==> src/rtl/config_loader_pkg.sv <==
// Shared definitions for the fabric configuration bus: feature ids, reserved
// addresses and the loader state encoding.
package config_loader_pkg;

  localparam logic [15:0] CONFIG_SB  = 16'd7;
  localparam logic [15:0] CONFIG_CB0 = 16'd6;
  localparam logic [15:0] CONFIG_CB1 = 16'd5;
  localparam logic [15:0] CONFIG_CLB = 16'd4;

  // No tile decodes the idle address; the end address only terminates a stream.
  localparam logic [31:0] DEF_IDLE_ADDR = 32'hFFFF_FFFF;
  localparam logic [31:0] DEF_END_ADDR  = 32'hFFFF_FFFE;

  typedef enum logic [2:0] {
    IDLE    = 3'd0,
    LD_ADDR = 3'd1,
    LD_DATA = 3'd2,
    WRITE   = 3'd3,
    DONE    = 3'd4
  } state_t;

  function automatic logic [31:0] make_config_addr(input logic [15:0] feature_id,
                                                   input logic [15:0] tile_id);
    return {feature_id, tile_id};
  endfunction

endpackage

==> src/rtl/config_loader_if.sv <==
// Byte-serial programming port between the external bitstream source and the loader.
interface config_loader_if;
  // A byte moves on every clock edge where in_valid and in_ready are both high;
  // the source holds in_data/in_valid steady until that happens, and in_ready
  // never depends combinationally on in_valid.
  logic [7:0] in_data;
  logic       in_valid;
  logic       in_ready;

  modport master (output in_data, output in_valid, input in_ready);
  modport slave  (input in_data, input in_valid, output in_ready);
endinterface

==> src/rtl/config_byte_assembler.sv <==
// Packs eight little-endian bytes into a {data, addr} record and flags the
// 4th (address complete) and 8th (record complete) byte in their transfer cycle.
module config_byte_assembler (
  input  logic        clk,
  input  logic        rst,
  input  logic        clear,
  input  logic        byte_en,
  input  logic [7:0]  byte_in,
  output logic        addr_last,
  output logic        record_ready,
  output logic [63:0] record
);

  logic [63:0] rec_q;
  logic [2:0]  idx_q;

  always_ff @(posedge clk or posedge rst) begin
    if (rst) begin
      rec_q <= '0;
      idx_q <= '0;
    end else if (clear) begin
      idx_q <= '0;
    end else if (byte_en) begin
      rec_q[{idx_q, 3'b000} +: 8] <= byte_in;
      idx_q                      <= idx_q + 3'd1;
    end
  end

  // Merged view includes the byte being accepted now, so the FSM can act on it
  // in the same cycle without waiting for the register update.
  always_comb begin
    record = rec_q;
    if (byte_en) record[{idx_q, 3'b000} +: 8] = byte_in;
  end

  assign addr_last    = byte_en && (idx_q == 3'd3);
  assign record_ready = byte_en && (idx_q == 3'd7);

endmodule

==> src/rtl/config_loader.sv <==
// Configuration master: collects records from the byte port and broadcasts
// each one as a config write to every tile in the array.
module config_loader
  import config_loader_pkg::*;
#(
  parameter logic [31:0] IDLE_ADDR    = DEF_IDLE_ADDR,
  parameter logic [31:0] END_ADDR     = DEF_END_ADDR,
  parameter int          WRITE_CYCLES = 1,
  parameter int          CNT_W        = 16
) (
  input  logic             clk,
  input  logic             reset,
  input  logic             start,
  config_loader_if.slave   prog,
  output logic [31:0]      config_addr,
  output logic [31:0]      config_data,
  output logic             config_write,
  output logic             busy,
  output logic             done,
  output logic [CNT_W-1:0] write_count,
  output state_t           state
);

  localparam int HOLD_W = (WRITE_CYCLES > 1) ? $clog2(WRITE_CYCLES) : 1;
  localparam logic [HOLD_W-1:0] HOLD_LAST = HOLD_W'(WRITE_CYCLES - 1);

  logic              byte_en;
  logic              asm_clear;
  logic              addr_last;
  logic              record_ready;
  logic [63:0]       record;
  logic [HOLD_W-1:0] hold_q;

  assign byte_en   = prog.in_valid & prog.in_ready;
  assign asm_clear = start & ((state == IDLE) | (state == DONE));

  config_byte_assembler u_asm (
    .clk          (clk),
    .rst          (reset),
    .clear        (asm_clear),
    .byte_en      (byte_en),
    .byte_in      (prog.in_data),
    .addr_last    (addr_last),
    .record_ready (record_ready),
    .record       (record)
  );

  always_ff @(posedge clk or posedge reset) begin
    if (reset) begin
      state         <= IDLE;
      config_addr   <= IDLE_ADDR;
      config_data   <= '0;
      config_write  <= 1'b0;
      prog.in_ready <= 1'b0;
      busy          <= 1'b0;
      done          <= 1'b0;
      write_count   <= '0;
      hold_q        <= '0;
    end else begin
      case (state)
        IDLE, DONE: begin
          if (start) begin
            state         <= LD_ADDR;
            prog.in_ready <= 1'b1;
            busy          <= 1'b1;
            done          <= 1'b0;
            write_count   <= '0;
          end
        end
        LD_ADDR: begin
          if (addr_last) begin
            if (record[31:0] == END_ADDR) begin
              state         <= DONE;
              prog.in_ready <= 1'b0;
              busy          <= 1'b0;
              done          <= 1'b1;
            end else begin
              state <= LD_DATA;
            end
          end
        end
        LD_DATA: begin
          if (record_ready) begin
            state         <= WRITE;
            prog.in_ready <= 1'b0;
            config_addr   <= record[31:0];
            config_data   <= record[63:32];
            config_write  <= 1'b1;
            hold_q        <= HOLD_LAST;
            write_count   <= (write_count == '1) ? write_count : write_count + 1'b1;
          end
        end
        WRITE: begin
          // Tile enables decode config_addr directly, so it must park on the
          // idle address the moment the hold ends.
          if (hold_q == '0) begin
            state         <= LD_ADDR;
            prog.in_ready <= 1'b1;
            config_addr   <= IDLE_ADDR;
            config_write  <= 1'b0;
          end else begin
            hold_q <= hold_q - 1'b1;
          end
        end
        default: begin
          state         <= IDLE;
          config_addr   <= IDLE_ADDR;
          config_write  <= 1'b0;
          prog.in_ready <= 1'b0;
          busy          <= 1'b0;
          done          <= 1'b0;
        end
      endcase
    end
  end

endmodule

==> src/flat_wrapper.sv <==
// flat-port wrapper written by rule: the top's interface ports become plain ports
module config_loader_flat import config_loader_pkg::*;
#(
  parameter logic [31:0] IDLE_ADDR    = DEF_IDLE_ADDR,
  parameter logic [31:0] END_ADDR     = DEF_END_ADDR,
  parameter int          WRITE_CYCLES = 1,
  parameter int          CNT_W        = 16
)
  (clk, reset, start, config_addr, config_data, config_write, busy, done, write_count, state, prog_in_data, prog_in_valid, prog_in_ready);
  config_loader_if prog_i ();
  input  logic clk;
  input  logic reset;
  input  logic start;
  output logic [31:0] config_addr;
  output logic [31:0] config_data;
  output logic config_write;
  output logic busy;
  output logic done;
  output logic [CNT_W-1:0] write_count;
  output state_t state;
  input wire logic [$bits(prog_i.in_data)-1:0] prog_in_data;
  input wire logic [$bits(prog_i.in_valid)-1:0] prog_in_valid;
  output wire logic [$bits(prog_i.in_ready)-1:0] prog_in_ready;
  assign prog_i.in_data = prog_in_data;
  assign prog_i.in_valid = prog_in_valid;
  assign prog_in_ready = prog_i.in_ready;
  config_loader #(.IDLE_ADDR(IDLE_ADDR), .END_ADDR(END_ADDR), .WRITE_CYCLES(WRITE_CYCLES), .CNT_W(CNT_W)) u_core (.clk(clk), .reset(reset), .start(start), .prog(prog_i), .config_addr(config_addr), .config_data(config_data), .config_write(config_write), .busy(busy), .done(done), .write_count(write_count), .state(state));
endmodule
==> config.mk <==
export PLATFORM = sky130hd
export DESIGN_NAME = config_loader_flat
export DESIGN_NICKNAME = d
export VERILOG_FILES = /design/src/rtl/config_loader_pkg.sv /design/src/rtl/config_loader_if.sv /design/src/rtl/config_byte_assembler.sv /design/src/rtl/config_loader.sv /design/src/flat_wrapper.sv
export SDC_FILE = /design/constraint.sdc
export NUM_CORES = 1
export LEC_CHECK = 0
export CORE_ASPECT_RATIO = 2
export CORE_MARGIN = 2
export CORE_UTILIZATION = 55
export DETAILED_ROUTE_END_ITERATION = 16
export PLACE_DENSITY = 0.79
export SETUP_SLACK_MARGIN = 0.1
export SYNTH_ARGS = -nofsm -noshare
export SYNTH_HDL_FRONTEND = slang
export SYNTH_SLANG_ARGS = --single-unit
==> constraint.sdc <==
create_clock -name clk -period 13.6 [get_ports clk]
set_input_delay 4.08 -clock clk [delete_from_list [all_inputs] [get_ports clk]]
set_output_delay 4.08 -clock clk [all_outputs]
set_load 0.005 [all_outputs]
## After elaboration in Yosys (flattened, before gate mapping)

Index checks and enable logic that the tools add are counted.

| word-level totals | value |
|---|---|
| flip-flop bits (word level) | 155 |
| bits in latches | 0 |
| bits in writable memories | 0 |
| bits in read-only memories | 0 |
| input port bits | 12 |
| output and inout bits | 87 |
| word-level logic and storage cells | 85 |
| memories | 0 |

| cells by class | value |
|---|---|
| $add $sub $neg | 4 |
| $mul | 0 |
| div/mod/pow operators | 0 |
| magnitude comparators | 0 |
| equality and inequality tests | 14 |
| shift operators | 2 |
| muxes and demuxes | 33 |
| bitwise logic cells | 5 |
| reductions and logical operators | 16 |

Operators by type and width:

| kind | number |
|---|---|
| one-hot mux 32 bit (3 select lines) | 1 |
| bitwise mux 64 bit | 1 |
| 2-to-1 mux 32 bit | 2 |
| 2-to-1 mux 64 bit | 1 |
| variable shift 8 x 8 -> 64 bit (first input constant) | 1 |
| variable part select 8 x 8 -> 64 bit | 1 |
| 2-to-1 mux 16 bit | 3 |
| equality test 32 bit (second input constant) | 1 |
| one-hot mux 16 bit (2 select lines) | 1 |
| 2-to-1 mux 3 bit | 7 |
| adder 16 x 1 -> 16 bit (second input constant) | 1 |
| equality test 16 bit (second input constant) | 1 |
| one-hot mux 3 bit (4 select lines) | 1 |
| AND reduction 4 bit | 3 |
| 2-to-1 mux 1 bit | 11 |
| equality test 3 x 2 -> 1 bit (second input constant) | 3 |
| one-hot mux 1 bit (3 select lines) | 3 |
| negator 6 -> 8 bit | 1 |
| equality test 3 bit (second input constant) | 2 |
| inequality test 2 x 1 -> 1 bit (second input constant) | 3 |
| inequality test 2 bit (second input constant) | 3 |
| nonzero test 2 bit | 3 |
| AND reduction 5 bit | 1 |
| one-hot mux 1 bit (4 select lines) | 1 |
| 13 further kinds | 18 |

## Longest topological paths before layout

| depth | value |
|---|---|
| depth after elaboration | 8 |
| gate-level depth with buffers | 12 |
| mapped depth without buffers | 9 |

## Cells and area by module

Synthesis repeated with hierarchy kept, for this count alone.

| unflattened totals | value |
|---|---|
| cells, all modules | 552 |
| area, all modules | 7364.6 µm² |

Modules (own cells, without submodules):

| module | instances | cells each | area each (µm²) | seq. area each (µm²) |
|---|---|---|---|---|
| config_loader | 1 | 296 | 3766.1 | 2217.1 |
| config_byte_assembler | 1 | 256 | 3598.5 | 1676.6 |

## Worst setup path after synthesis

No wires, ideal clock.

| timing path | value |
|---|---|
| path type | input to register |
| start | input port prog_in_valid |
| end | register u_core.busy |
| data arrival time | 5.450 ns |
| required time | 13.455 ns |
| slack | 8.005 ns |
| stages on the path | 6 |
| path buffers | 0 |
| path through | nand2_2 > nor4_4 > mux2_2 > a2111oi_4 > and3_1 > o211ai_1 |

| on the way | value |
|---|---|
| word-level cells in the longest chain between the ends | 5 |
| elaborated cells on any way between the ends | 7 |

Ends and longest elaborated chain:

| item | RTL line | text |
|---|---|---|
| start: declaration | flat_wrapper.sv:22 | `input wire logic [$bits(prog_i.in_valid)-1:0] prog_in_valid;` |
| bitwise AND 1 bit (*) | config_loader.sv:34 | `assign byte_en = prog.in_valid & prog.in_ready;` |
| 2-to-1 mux 64 bit | n/a |  |
| equality test 32 bit | config_loader.sv:72 | `if (record[31:0] == END_ADDR) begin` |
| inequality test 2 x 1 -> 1 bit (no line) | n/a |  |
| AND reduction 4 bit (no line) (*) | n/a |  |
| end signal: assignment | config_loader.sv:65 | `busy <= 1'b1;` |
| end signal: assignment | config_loader.sv:75 | `busy <= 1'b0;` |
| end signal: assignment | config_loader.sv:110 | `busy <= 1'b0;` |
| end: declaration | config_loader.sv:18 | `output logic busy,` |

Mark *: on every way between the ends. The rest lies on a longest branch, timed or not.
A chain may end at the register's enable or synchronous reset.

## Final worst setup path

Same ends and word-level chain as after synthesis.

==> flow_results.org <==
** Critical path
- The worst register-to-register path begins at u_core.u_asm.idx_q[0]$_DFFE_PP0P_.
- The critical path is of the in2reg type.
- The most critical setup path has its startpoint at prog_in_valid.
- Register-to-Register Setup Slack :: 9.77 ns
- Worst-path maximum fanout :: 14
- Cells along the critical path :: clkdlybuf4s50_1 > nand2_2 > nor4_4 > mux2_2 > a2111oi_4 > and3_1 > o211ai_1
- At the worst endpoint, the required time is 13.86 ns.
- STA classifies the critical path startpoint as an input port.
- In this design, the stage delay of the slowest critical-path cell is 0.80 ns.
- Data arrives at the worst endpoint at 6.68 ns.
- For this design, the slowest cell found on the critical path is sky130_fd_sc_hd__nor4_4.
- STA classifies the critical path endpoint as a register.

** GRT
- Entering global routing, the biggest net connects 88 pins.
- The first global-routing pass estimated 28,010 um of wire.
- Routing usage on met3 :: 5.616%
- The number of global-route vias before repair is 5,585.
- Layer carrying the most global-route usage :: met2
- Combined global-route utilization of all metal layers :: between 20% and 30%
- Grt ovf :: 0
- For this run, global-route usage on met1 was measured as a little under a third.
- In the global route stage, met2 resource usage came out at between 40% and 50%.
- The initial antenna violation count came to 0.

** STA
- Post-layout minimum cycle time :: 6.423 ns
- Tightest Pin Transition :: ~1.1 ns
- Max-slew headroom :: between 20 and 30%
- Once routing completed, OpenROAD measured the worst setup slack at just over 7 ns.
- RSZ-0062 raised after global routing :: no
- The number of max-slew violations in the final report came to 0.
- Static timing analysis puts the maximum clock frequency at 155.7 MHz.
- Setup violations remaining at the end of the flow were counted as 0.
- Hold Worst Slack :: 0.4844 ns
- For the final database, setup skew stands at 0.009520 ns.
- The number of hold violations in the final report is 0.
- The worst path uses about 47% of the clock period.
- Setup TNS :: 0 ns

** Die
- 99 I/O pins were placed.
- The floorplan step set the die height to 165.4 um.
- Die Span X :: between 80 and 90 um
- The core region is 12,840 um^2.
- Die area :: around 14,000 um^2
- Once the floorplan was initialized, standard cells occupied 55.79% of the core.
- In this run the core area contains 59 standard-cell rows.

** Cells and area
- Area of the multi-input gates :: roughly 3000 um^2
- Fraction of layout instances using a drive strength above 1 :: between 10 and 15%
- From synthesis to final layout, the design area changed by 23.54%.
- Area taken by flip-flops and latches :: approximately 3900 um^2
- Fraction of the core area covered by cells at the end of the flow :: 68.92%
- Antenna fix cells :: 0
- In the final design database the tool counted 812 nets.
- Fill cells in the final layout number 978.

** Clock network
- The tree is rooted in a sky130_fd_sc_hd__clkbuf_16.
- Once the clock tree was built, the setup fixing pass inserted 0 buffers.
- TritonCTS buffer count :: 17
- Clock latency on the worst-skew pair, taken at its later pin, is 0.42 ns.
- TritonCTS built the clock tree.
- Buffers inserted to repair hold after CTS numbered 0.
- The clock passes through at most 2 buffers.
- Once the clock tree was built, the resizer swapped 0 gates to a different size.
- Sink Count :: 154
- The H-tree was split into 4 levels.
- Clock-pin slew was measured on the worst setup and hold paths at ~0.060 ns.

** Synthesis
- The synthesized design contains 0 enable-type register cells.
- The number of different library cells used by synthesis comes to 49.
- In this run the cell area of the synthesized design comes to 7166 um^2.
- Mapped Nets :: 739
- In the synthesized netlist the async set-or-reset flop fraction comes to 100.0%.
- sky130_fd_sc_hd__dfrtp_1 is the most common cell in the netlist.
- For this run, the register share of the synthesized area comes to a little over half.
- A synthesized cell averages 9.952 um^2.
- Largest area contributor in the synthesized netlist :: sky130_fd_sc_hd__dfrtp_1
- Number of warnings reported in the yosys synthesis log :: 0
- Top area cells in the synthesized netlist :: sky130_fd_sc_hd__dfrtp_1 (43%), sky130_fd_sc_hd__dfstp_2 (12%), sky130_fd_sc_hd__a21oi_1 (5.2%)
- Top-area cell type share of the netlist area :: a little over two fifths
- Synthesized instance count :: 720
- Most common flop cell mapped by yosys :: sky130_fd_sc_hd__dfrtp_1
- Synthesis inferred 154 register bits.
- Most frequent cells after synthesis :: sky130_fd_sc_hd__dfrtp_1 (122), sky130_fd_sc_hd__nor2_1 (99), sky130_fd_sc_hd__nand2_1 (76)

** Routing
- Using the TritonRoute via totals, the vias-per-cell ratio works out to 5.897.
- Once detail routing completed, the nets flagged for antenna violations numbered 0.
- Pre-Repair DR Iteration Count :: 6
- In this run, the number of DRC markers left after iteration 0 of detailed routing was 520.
- Post-route DRC violation count :: 0
- Dividing the detail-routed wire length by the instance count gives 18.01 um.
- Total Wirelength :: 17,250 um
- The routed layout has 5,649 vias.

** Hold path
- Worst min-delay path startpoint :: u_core.u_asm.rec_q[43]$_DFFE_PP0N_
- Worst hold-check path type :: reg2reg

** Place
- Input and output buffers added on the ports amount to 98.
- Prior to clock tree synthesis, the placed netlist has a worst setup slack of 6.802 ns.
- Summed over all nets, the half-perimeter wirelength after detailed placement is 11,210 um.
- At the end of routability-driven placement, the weighted congestion stood at 0.9041.

** Run status
- Result of the run :: finished clean

** Pwr
- The design draws between 1500 and 2000 uW.
- IR analysis of the VDD net gives a maximum drop of 0.0001387 V.
- Leakage Power :: ~0.0038 uW
- For this design the ratio of total power to cell area is 186.2 nW/um^2.

** Run
- Reported max-cap violation count :: 0
-- through the flow --
stage | cell area [um^2] | instances
3_5_place_dp | 8192 | 926
3_3_place_gp | 8192 | 926
2_1_floorplan | 7166 | 720
6_report | 8852 | 958
4_1_cts | 8852 | 958
5_1_grt | 8852 | 958
-- worst max-delay path: cells and delay by family --
family	cells	cell delay [ns]
AO/OA/AOI/OAI	2	0.45
buffers and inverters	1	0.54
multiplexers	1	0.45
AND/OR/NAND/NOR	3	1.16
-- power breakdown --
part / switching (uW) / internal [uW] / leakage, uW
combinational: 247 / 196 / 0.00151
clock: 191 / 333 / 0.000320
sequential: 98.4 / 583 / 0.00194
total: 537 / 1110 / 0.00378
-- area by class of cell --
cell class / instances / share of cell area (%)
multi-input cells: 506 / 34.42
inverters: 12 / 0.5654
clock inverters: 13 / 2.459
clock buffers: 19 / 5.004
well taps: 152 / 2.148
repair buffers: 102 / 11.42
flip-flops and latches: 154 / 43.99
-- cell families after synthesis --
family,count (synthesis),synth area share [%]
AND/OR/NAND/NOR,261,17.34
AO/OA/AOI/OAI,157,11.94
adder cells (fa/ha/maj),7,1.222
buffers and inverters,60,3.475
multiplexers,69,10.21
flip-flops,154,54.34
XOR/XNOR,12,1.467
-- per-layer routing --
metal,share of wire (%),wire length [um]
met5,0,0
met2,51,8742
met3,5.4,928
met4,3.3,564
met1,41,7015
-- cells in the final DEF (no fill, tap or decap), types with 2 or more instances in the layout --
cell / Yosys / routed
sky130_fd_sc_hd__nor2b_1: 2 / 2
sky130_fd_sc_hd__o21ai_1: 3 / 3
sky130_fd_sc_hd__a21oi_1: 75 / 74
sky130_fd_sc_hd__o211ai_1: 3 / 3
sky130_fd_sc_hd__buf_4: 1 / 4
sky130_fd_sc_hd__and3_1: 3 / 3
sky130_fd_sc_hd__nand2_1: 76 / 76
sky130_fd_sc_hd__clkbuf_16: 0 / 17
sky130_fd_sc_hd__mux2_2: 25 / 25
sky130_fd_sc_hd__inv_1: 12 / 11
sky130_fd_sc_hd__and2_1: 4 / 4
sky130_fd_sc_hd__and4_1: 5 / 5
sky130_fd_sc_hd__nor4_2: 5 / 5
sky130_fd_sc_hd__or3_1: 4 / 4
sky130_fd_sc_hd__xnor2_1: 12 / 12
sky130_fd_sc_hd__inv_6: 0 / 2
sky130_fd_sc_hd__nand2b_1: 8 / 8
sky130_fd_sc_hd__ha_1: 7 / 7
sky130_fd_sc_hd__o31ai_1: 2 / 2
sky130_fd_sc_hd__mux2_1: 8 / 8
sky130_fd_sc_hd__clkdlybuf4s50_1: 0 / 98
sky130_fd_sc_hd__nor2_1: 99 / 98
sky130_fd_sc_hd__o21a_1: 2 / 2
sky130_fd_sc_hd__nand3b_1: 3 / 3
sky130_fd_sc_hd__nand3_1: 24 / 24
sky130_fd_sc_hd__nor3_1: 7 / 6
sky130_fd_sc_hd__a31oi_1: 7 / 7
sky130_fd_sc_hd__mux2i_1: 36 / 36
sky130_fd_sc_hd__o21ai_0: 57 / 57
sky130_fd_sc_hd__bufinv_16: 0 / 5
sky130_fd_sc_hd__nand4b_1: 2 / 2
sky130_fd_sc_hd__clkinv_4: 0 / 4
sky130_fd_sc_hd__dfrtp_1: 122 / 122
sky130_fd_sc_hd__nand4_1: 11 / 11
sky130_fd_sc_hd__dfstp_2: 32 / 32
-- final timing paths --
check                                                     end  cells past startpoint
max                                   u_core.busy$_DFFE_PP0P_                      7
min                        u_core.u_asm.rec_q[43]$_DFFE_PP0N_                      2
max reg2reg                           u_core.busy$_DFFE_PP0P_                      9
min reg2reg                u_core.u_asm.rec_q[43]$_DFFE_PP0N_                      2
max in group asynchronous   u_core.config_data[9]$_DFFE_PP0P_                      3
min in group asynchronous  u_core.u_asm.rec_q[63]$_DFFE_PP0N_                      2
-- flip-flops by register name, indices dropped and copies added, names as in the netlist --
| name | cells |
|---|---|
| u_core.state | 3 |
| u_core.prog.in_ready | 1 |
| u_core.write_count | 16 |
| u_core.u_asm.rec_q | 64 |
| u_core.done | 1 |
| u_core.config_data | 32 |
| u_core.u_asm.idx_q | 3 |
| u_core.config_write | 1 |
| u_core.busy | 1 |
| u_core.config_addr | 32 |
No activity file was read; power rests on OpenSTA's default activity.
